File: config.mk
export PLATFORM = sky130hd
export DESIGN_NAME = serial_ha_adder
export DESIGN_NICKNAME = d
export VERILOG_FILES = /design/src/rtl/serial_ha_adder.sv
export SDC_FILE = /design/constraint.sdc
export NUM_CORES = 1
export LEC_CHECK = 0
export BUFFER_PORTS_ARGS = -buffer_cell sky130_fd_sc_hd__buf_4
export CAP_MARGIN = 5
export CORE_MARGIN = 2
export CORE_UTILIZATION = 57
export CTS_BUF_LIST = sky130_fd_sc_hd__clkbuf_16
export CTS_CLUSTER_SIZE = 25
export DETAILED_ROUTE_END_ITERATION = 10
export PLACE_DENSITY = 0.93
export SLEW_MARGIN = 30
export SYNTH_ARGS = -nofsm -noshare
export SYNTH_HDL_FRONTEND = slang
export SYNTH_SLANG_ARGS = --single-unit
File: constraint.sdc
create_clock -name clk -period 3.9 [get_ports clk]
set_clock_uncertainty 0.15 [all_clocks]
set_input_delay 0.975 -clock clk [delete_from_list [all_inputs] [get_ports clk]]
set_output_delay 0.975 -clock clk [all_outputs]
set_load 0.02 [all_outputs]
File: src/rtl/serial_ha_adder.sv
// serial_ha_adder -- bit-serial WIDTH-bit adder built from NAND half-adder cells.
//
// One operand bit pair is added per clock. Two Half_adder_nand cells plus an OR
// form a full-adder slice that is fed from the low bits of the operand shift
// registers and a carry register. A start/busy/done handshake frames each
// operation; the result is held until the next completion.
//
// Ports
//   clk    in   1      clock, rising edge
//   rst    in   1      synchronous active-high reset
//   start  in   1      request, sampled only in IDLE or DONE
//   A, B   in   WIDTH  operands, captured on the accepted start edge
//   Cin    in   1      carry-in, captured on the accepted start edge
//   busy   out  1      high while an addition is in progress
//   done   out  1      one-cycle pulse when a new result is available
//   Sum    out  WIDTH  registered result
//   Cout   out  1      registered carry-out

module Half_adder_nand (
    input  logic A,
    input  logic B,
    output logic Sum,
    output logic Carry
);
    logic n1;
    logic n2;
    logic n3;

    // Classic four-NAND XOR; the shared first NAND also yields the carry.
    assign n1    = ~(A & B);
    assign n2    = ~(A & n1);
    assign n3    = ~(B & n1);
    assign Sum   = ~(n2 & n3);
    assign Carry = ~n1;
endmodule

module serial_ha_adder #(
    parameter int WIDTH = 8
) (
    input  logic             clk,
    input  logic             rst,
    input  logic             start,
    input  logic [WIDTH-1:0] A,
    input  logic [WIDTH-1:0] B,
    input  logic             Cin,
    output logic             busy,
    output logic             done,
    output logic [WIDTH-1:0] Sum,
    output logic             Cout
);
    localparam int CNT_W = $clog2(WIDTH);

    typedef enum logic [1:0] {
        IDLE = 2'd0,
        RUN  = 2'd1,
        DONE = 2'd2
    } state_t;

    state_t             state;
    state_t             next_state;

    logic [WIDTH-1:0]   op_a;
    logic [WIDTH-1:0]   op_b;
    logic [WIDTH-1:0]   res;
    logic [WIDTH-1:0]   res_next;
    logic               carry;
    logic [CNT_W-1:0]   cnt;

    logic               ha1_sum;
    logic               ha1_carry;
    logic               bit_sum;
    logic               ha2_carry;
    logic               carry_next;
    logic               last_bit;
    logic               accept;

    // Full-adder slice on the current least-significant bit pair.
    Half_adder_nand ha1 (
        .A     (op_a[0]),
        .B     (op_b[0]),
        .Sum   (ha1_sum),
        .Carry (ha1_carry)
    );

    Half_adder_nand ha2 (
        .A     (ha1_sum),
        .B     (carry),
        .Sum   (bit_sum),
        .Carry (ha2_carry)
    );

    assign carry_next = ha1_carry | ha2_carry;
    // Each new sum bit enters at the top so that after WIDTH shifts bit 0 sits at res[0].
    assign res_next   = {bit_sum, res[WIDTH-1:1]};
    assign last_bit   = (cnt == CNT_W'(WIDTH - 1));
    assign accept     = start && ((state == IDLE) || (state == DONE));

    always_comb begin
        next_state = state;
        case (state)
            IDLE:    if (start) next_state = RUN;
            RUN:     if (last_bit) next_state = DONE;
            DONE:    next_state = start ? RUN : IDLE;
            default: next_state = IDLE;
        endcase
    end

    // busy/done are flopped copies of the next state so they change with the state register.
    always_ff @(posedge clk) begin
        if (rst) begin
            state <= IDLE;
            busy  <= 1'b0;
            done  <= 1'b0;
        end else begin
            state <= next_state;
            busy  <= (next_state == RUN);
            done  <= (next_state == DONE);
        end
    end

    always_ff @(posedge clk) begin
        if (rst) begin
            op_a  <= '0;
            op_b  <= '0;
            res   <= '0;
            carry <= 1'b0;
            cnt   <= '0;
            Sum   <= '0;
            Cout  <= 1'b0;
        end else if (accept) begin
            op_a  <= A;
            op_b  <= B;
            carry <= Cin;
            cnt   <= '0;
        end else if (state == RUN) begin
            op_a  <= op_a >> 1;
            op_b  <= op_b >> 1;
            res   <= res_next;
            carry <= carry_next;
            cnt   <= cnt + CNT_W'(1);
            // Publish on the final bit so the outputs only move on entry to DONE.
            if (last_bit) begin
                Sum  <= res_next;
                Cout <= carry_next;
            end
        end
    end
endmodule

# Word-level counts from Yosys, hierarchy flattened
# Index checks and enable logic that the tools add are counted.
[op_classes]
addsub = 1
eq_ne = 5
n_mux = 10
n_bitwise = 18
reduce_logical = 7
[op_table]
columns = ["cell", "count"]
rows = [
  ["8-bit 2-to-1 mux", 4],
  ["1-bit NOT", 9],
  ["1-bit bitwise AND", 8],
  ["2-bit one-hot mux with 3 select lines", 1],
  ["2-bit by 1-bit equality test with 1-bit output (second input constant)", 2],
  ["2-bit equality test (second input constant)", 2],
  ["2-bit 2-to-1 mux", 2],
  ["3-bit by 1-bit adder with 3-bit output (second input constant)", 1],
  ["3-bit equality test (second input constant)", 1],
  ["1-bit 2-to-1 mux", 3],
  ["3-bit AND reduction", 1],
  ["2-bit zero test", 1],
  ["2-bit AND reduction", 1],
  ["2-bit nonzero test", 1],
  ["2-bit OR reduction", 1],
  ["1-bit logical AND", 1],
  ["1-bit logical OR", 1],
  ["1-bit bitwise OR", 1],
]
[totals]
reg_bits = 41
in_bits = 20
elab_cells = 51

# Depth between registers and ports, before layout
[depth]
depth_word = 12
depth_mapped = 6
mapped_depth_nobuf = 5

# Hierarchy
# Synthesis repeated with hierarchy kept, for this count alone.
[hier_totals]
hier_cells = 180
area_unflattened_um2 = 1582.8
[by_module_without_submodules]
columns = ["mod", "instances", "cells_per_inst", "area_per_inst_um2", "seq_area_each_um2"]
rows = [
  ["serial_ha_adder", 1, 178, 1557.7, 800.8],
  ["Half_adder_nand", 2, 1, 12.5, 0.0],
]

# Least setup slack after synthesis
# No wires, ideal clock.
[synth_path]
kind = "input-to-reg"
startpoint = "input start"
endpoint = "register carry"
setup_ps = 132
t_arrival_ps = 1529
path_slack_ps = 2089
path_stages = 4
path_buffers = 1
path_cell_list = "and2b_1 -> buf_2 -> a22oi_1 -> a21oi_1"
[synth_between]
elab_chain_cells = 2
elab_cells_between_ends = 3
cone_classes = "mux (1); reduce/logical (2)"
[synth_lines]
columns = ["element", "line_no", "source"]
rows = [
  ["start: declaration", "42", "input logic start,"],
  ["1-bit logical AND *", "96", "assign accept = start && ((state == IDLE) || (state == DONE));"],
  ["1-bit 2-to-1 mux or 2-bit nonzero test (tied branches)", "-", ""],
  ["end signal: assignment", "133", "carry <= Cin;"],
  ["end signal: assignment", "139", "carry <= carry_next;"],
  ["end: declaration", "66", "logic carry;"],
]
# Every way passes the cells marked *; elsewhere a longest branch is shown, timed or not.
# A chain may end at the register's enable or synchronous reset.

# Worst setup path after layout
[layout_path]
startpoint = "input start"
endpoint = "register op_a[1]"
[layout_between]
elab_chain_cells = 2
elab_cells_between_ends = 3
cone_classes = "mux (1); reduce/logical (2)"
[layout_lines]
columns = ["element", "line_no", "source"]
rows = [
  ["1-bit logical AND *", "96", ""],
  ["8-bit 2-to-1 mux or 2-bit nonzero test (tied branches)", "-", ""],
  ["end signal: assignment", "136", "op_a <= op_a >> 1;"],
  ["end: declaration", "62", "logic [WIDTH-1:0] op_a;"],
]
# Marked as above.

==> summary.md <==
| Metric | Value |
|---|---|
| Status | `complete, no violations` |
| Max Cap Viol | `0` |
| # DRC | `0` |
| CTS Buf Count | `5` |
| Routability congestion estimate | `0.730` |
| Post-CTS Hold Buffers | `0` |
| Critical path capture point type | `flop` |
| Global Route Usage Sum | `23.5%` |
| Slew @ Worst Pin | `0.822 ns` |
| Pre-antenna DRT Iters | `4` |
| Final setup fails | `0` |
| Final period utilization | `50.7%` |
| DP Area | `1730 sq um` |
| Post-placement cell count | `223` |
| RSZ-0062 raised after global routing | `no` |
| End-of-flow core utilization | `73.5%` |
| Initial antenna violation count | `0` |
| Synthesized Nets | `201` |
| Power Density | `485 nW/um^2` |
| # port buffers | `30` |
| Die height | `56.4 microns` |
| Fin area | `1870 sq um` |
| Area Overhead vs Synth | `19.7%` |
| Total power | `908 uW` |
| Placement Setup Slack | `1.60 ns` |
| CTS tree | `yes` |
| Final net count | `223` |
| Sequential Power Share | `48.5%` |
| Crit Path Max Fanout | `23` |
| Pint | `696 uW` |
| Die width | `56.4 microns` |
| CTS Buffer Depth | `2` |
| Final Hold Violating Endpoints | `0` |
| Post-DR wirelength/cell | `14.4 microns` |
| F_max | `506 MHz` |
| Mapped Area | `1560 sq um` |
| Post-synthesis cell count | `178` |
| TNS Setup | `0 ns` |
| CTS root buf | `clkbuf_16` |
| Clk slew on worst S/H paths | `0.05 ns` |
| Grt ovf | `0` |
| I/O pin count | `31` |
| CP startpoint kind | `input port` |
| Worst endpoint required time | `3.94 ns` |
| Post-cts sizing count | `0` |
| First-pass GRT wire length | `5.72 mm` |
| Vias | `1,322` |
| Clk pwr share | `42.2%` |
| Combinational Power Share | `9.3%` |
| Setup CP Type | `in2reg` |
| Max VDD drop | `0.493 mV` |
| Dpl hpwl | `2.28 mm` |
| Insertion delay to the later sink of the worst-skew pair | `0.28 ns` |
| Starting Density | `61.5%` |
| Post-CTS setup buffer count | `0` |
| Seq cells post-synth | `40` |
| Relative slew slack | `45.2%` |
| Arr. time, crit path | `2.02 ns` |
| WL final | `3.32 mm` |
| Fill cell count | `196` |
| Vias per cell | `5.75` |
| Num rows | `18` |
| Pin count of the biggest net entering global routing | `41` |
| Post-synth cell types | `24` |
| Vias in the first global route | `1,266` |
| Synth Area per Inst | `8.79 sq um` |
| Layout cells sized above 1 | `19.5%` |
| Total die area | `3180 sq um` |
| Layout Cells excl Fill | `230` |
| Ant. Diodes | `0` |
| Final slew viol count | `0` |
| Htree depth | `2` |
| Initial DRC Count | `79` |
| Net Sw Frac | `23.4%` |
| Lkg Pwr | `0.721 nW` |
| Remaining antenna violation count | `0` |
| Worst hold slack | `0.310 ns` |
| Worst Hold Class | `reg2reg` |
| Ys Warns | `0` |
| Sequential cell area fraction in the yosys report | `51.2%` |
| Clock sink total | `40` |
| Sw Pwr | `212 uW` |
| Fin crit period | `1.98 ns` |
| Final WS setup | `1.92 ns` |
| Core Region | `2540 sq um` |
sequential cells by signal, summed over array words and instances, names as in the netlist:
name,cells
Cout,1
Sum,8
busy,1
carry,1
cnt,3
done,1
op_a,8
op_b,8
res,7
state,2
layout make-up:
| class | instances | area, sq um | share of cell area [%] |
|---|---|---|---|
| well taps | 30 | 37.5 | 2.01 |
| clock buffers | 5 | 125 | 6.68 |
| clock inverters | 2 | 12.5 | 0.668 |
| multi-input cells | 123 | 671 | 35.8 |
| flip-flops and latches | 40 | 801 | 42.8 |
| repair buffers | 30 | 225 | 12.0 |
kinds of logic (layout without fill, tap and decap cells):
group	after synthesis	in the layout	synth area share, %
AOI/OAI and AO/OA	36	36	14.7
adders and majority gates	3	3	2.88
xor gates and xnor gates	1	1	0.560
and+or+nand+nor	79	79	22.1
muxes	4	4	2.56
buffers and inverters	15	37	6.00
DFF	40	40	51.2
cell usage in the layout, fill, tap and decap left out, drive strengths merged, types with 2 or more instances in the layout:
master | synthesis | routed
mux2i | 4 | 4
ha | 2 | 2
and2b | 2 | 2
clkbuf | 5 | 5
nand3 | 13 | 13
nand2 | 37 | 37
dfxtp | 40 | 40
buf | 10 | 30
nor2 | 11 | 11
a22oi | 4 | 4
nand2b | 2 | 2
a21oi | 20 | 20
nor3 | 13 | 13
a311oi | 7 | 7
o22ai | 4 | 4
cell usage after synthesis, drive strengths merged:
| cell | n | share of area, % |
|---|---|---|
| nand3 | 13 | 4.2 |
| nor2 | 11 | 2.6 |
| a311oi | 7 | 4.3 |
| nor3 | 13 | 4.2 |
| xnor2 | 1 | 0.56 |
| nand2 | 37 | 8.9 |
| a22oi | 4 | 1.9 |
| nand2b | 2 | 0.80 |
| o21a | 1 | 0.48 |
| and2b | 2 | 0.96 |
| nand3b | 1 | 0.48 |
| dfxtp | 40 | 51 |
| mux2i | 4 | 2.6 |
| fa | 1 | 1.3 |
| ha | 2 | 1.6 |
| buf | 10 | 4.8 |
| clkbuf | 5 | 1.2 |
| o22ai | 4 | 1.6 |
| a21oi | 20 | 6.4 |
routing by layer:
| metal | vias up | part of all wire (%) | GRT usage [%] |
|---|---|---|---|
| li1 | 657 | - | - |
| met1 | 623 | 40 | 25.7 |
| met2 | 36 | 54 | 41.5 |
| met3 | 6 | 4.9 | 7.14 |
| met4 | 0 | 1.5 | 10.2 |
| met5 | - | 0 | 0 |
power by group through the flow:
stage | clock network [mW] | logic (mW) | registers, mW
2_1_floorplan | 0 | 0.0658 | 0.446
3_3_place_gp | 0 | 0.0801 | 0.446
3_5_place_dp | 0 | 0.0854 | 0.448
4_1_cts | 0.387 | 0.0853 | 0.440
5_1_grt | 0.406 | 0.0956 | 0.442
6_report | 0.383 | 0.0847 | 0.440
worst max-delay path, stage by stage:
cell and delay, ns:
buf_4 0.11, nand2b_1 0.56, nor2_1 0.10, a311oi_1 0.27
worst paths after layout:
path	startpoint	cells past startpoint	slack, ns	to
min	Cout	2	0.31	Cout
min reg2reg	Cout	2	0.31	Cout
max reg2reg	cnt[0]	5	1.95	Sum[1]
max	start	4	1.92	op_a[1]
Power figures use the tool's default switching activity.
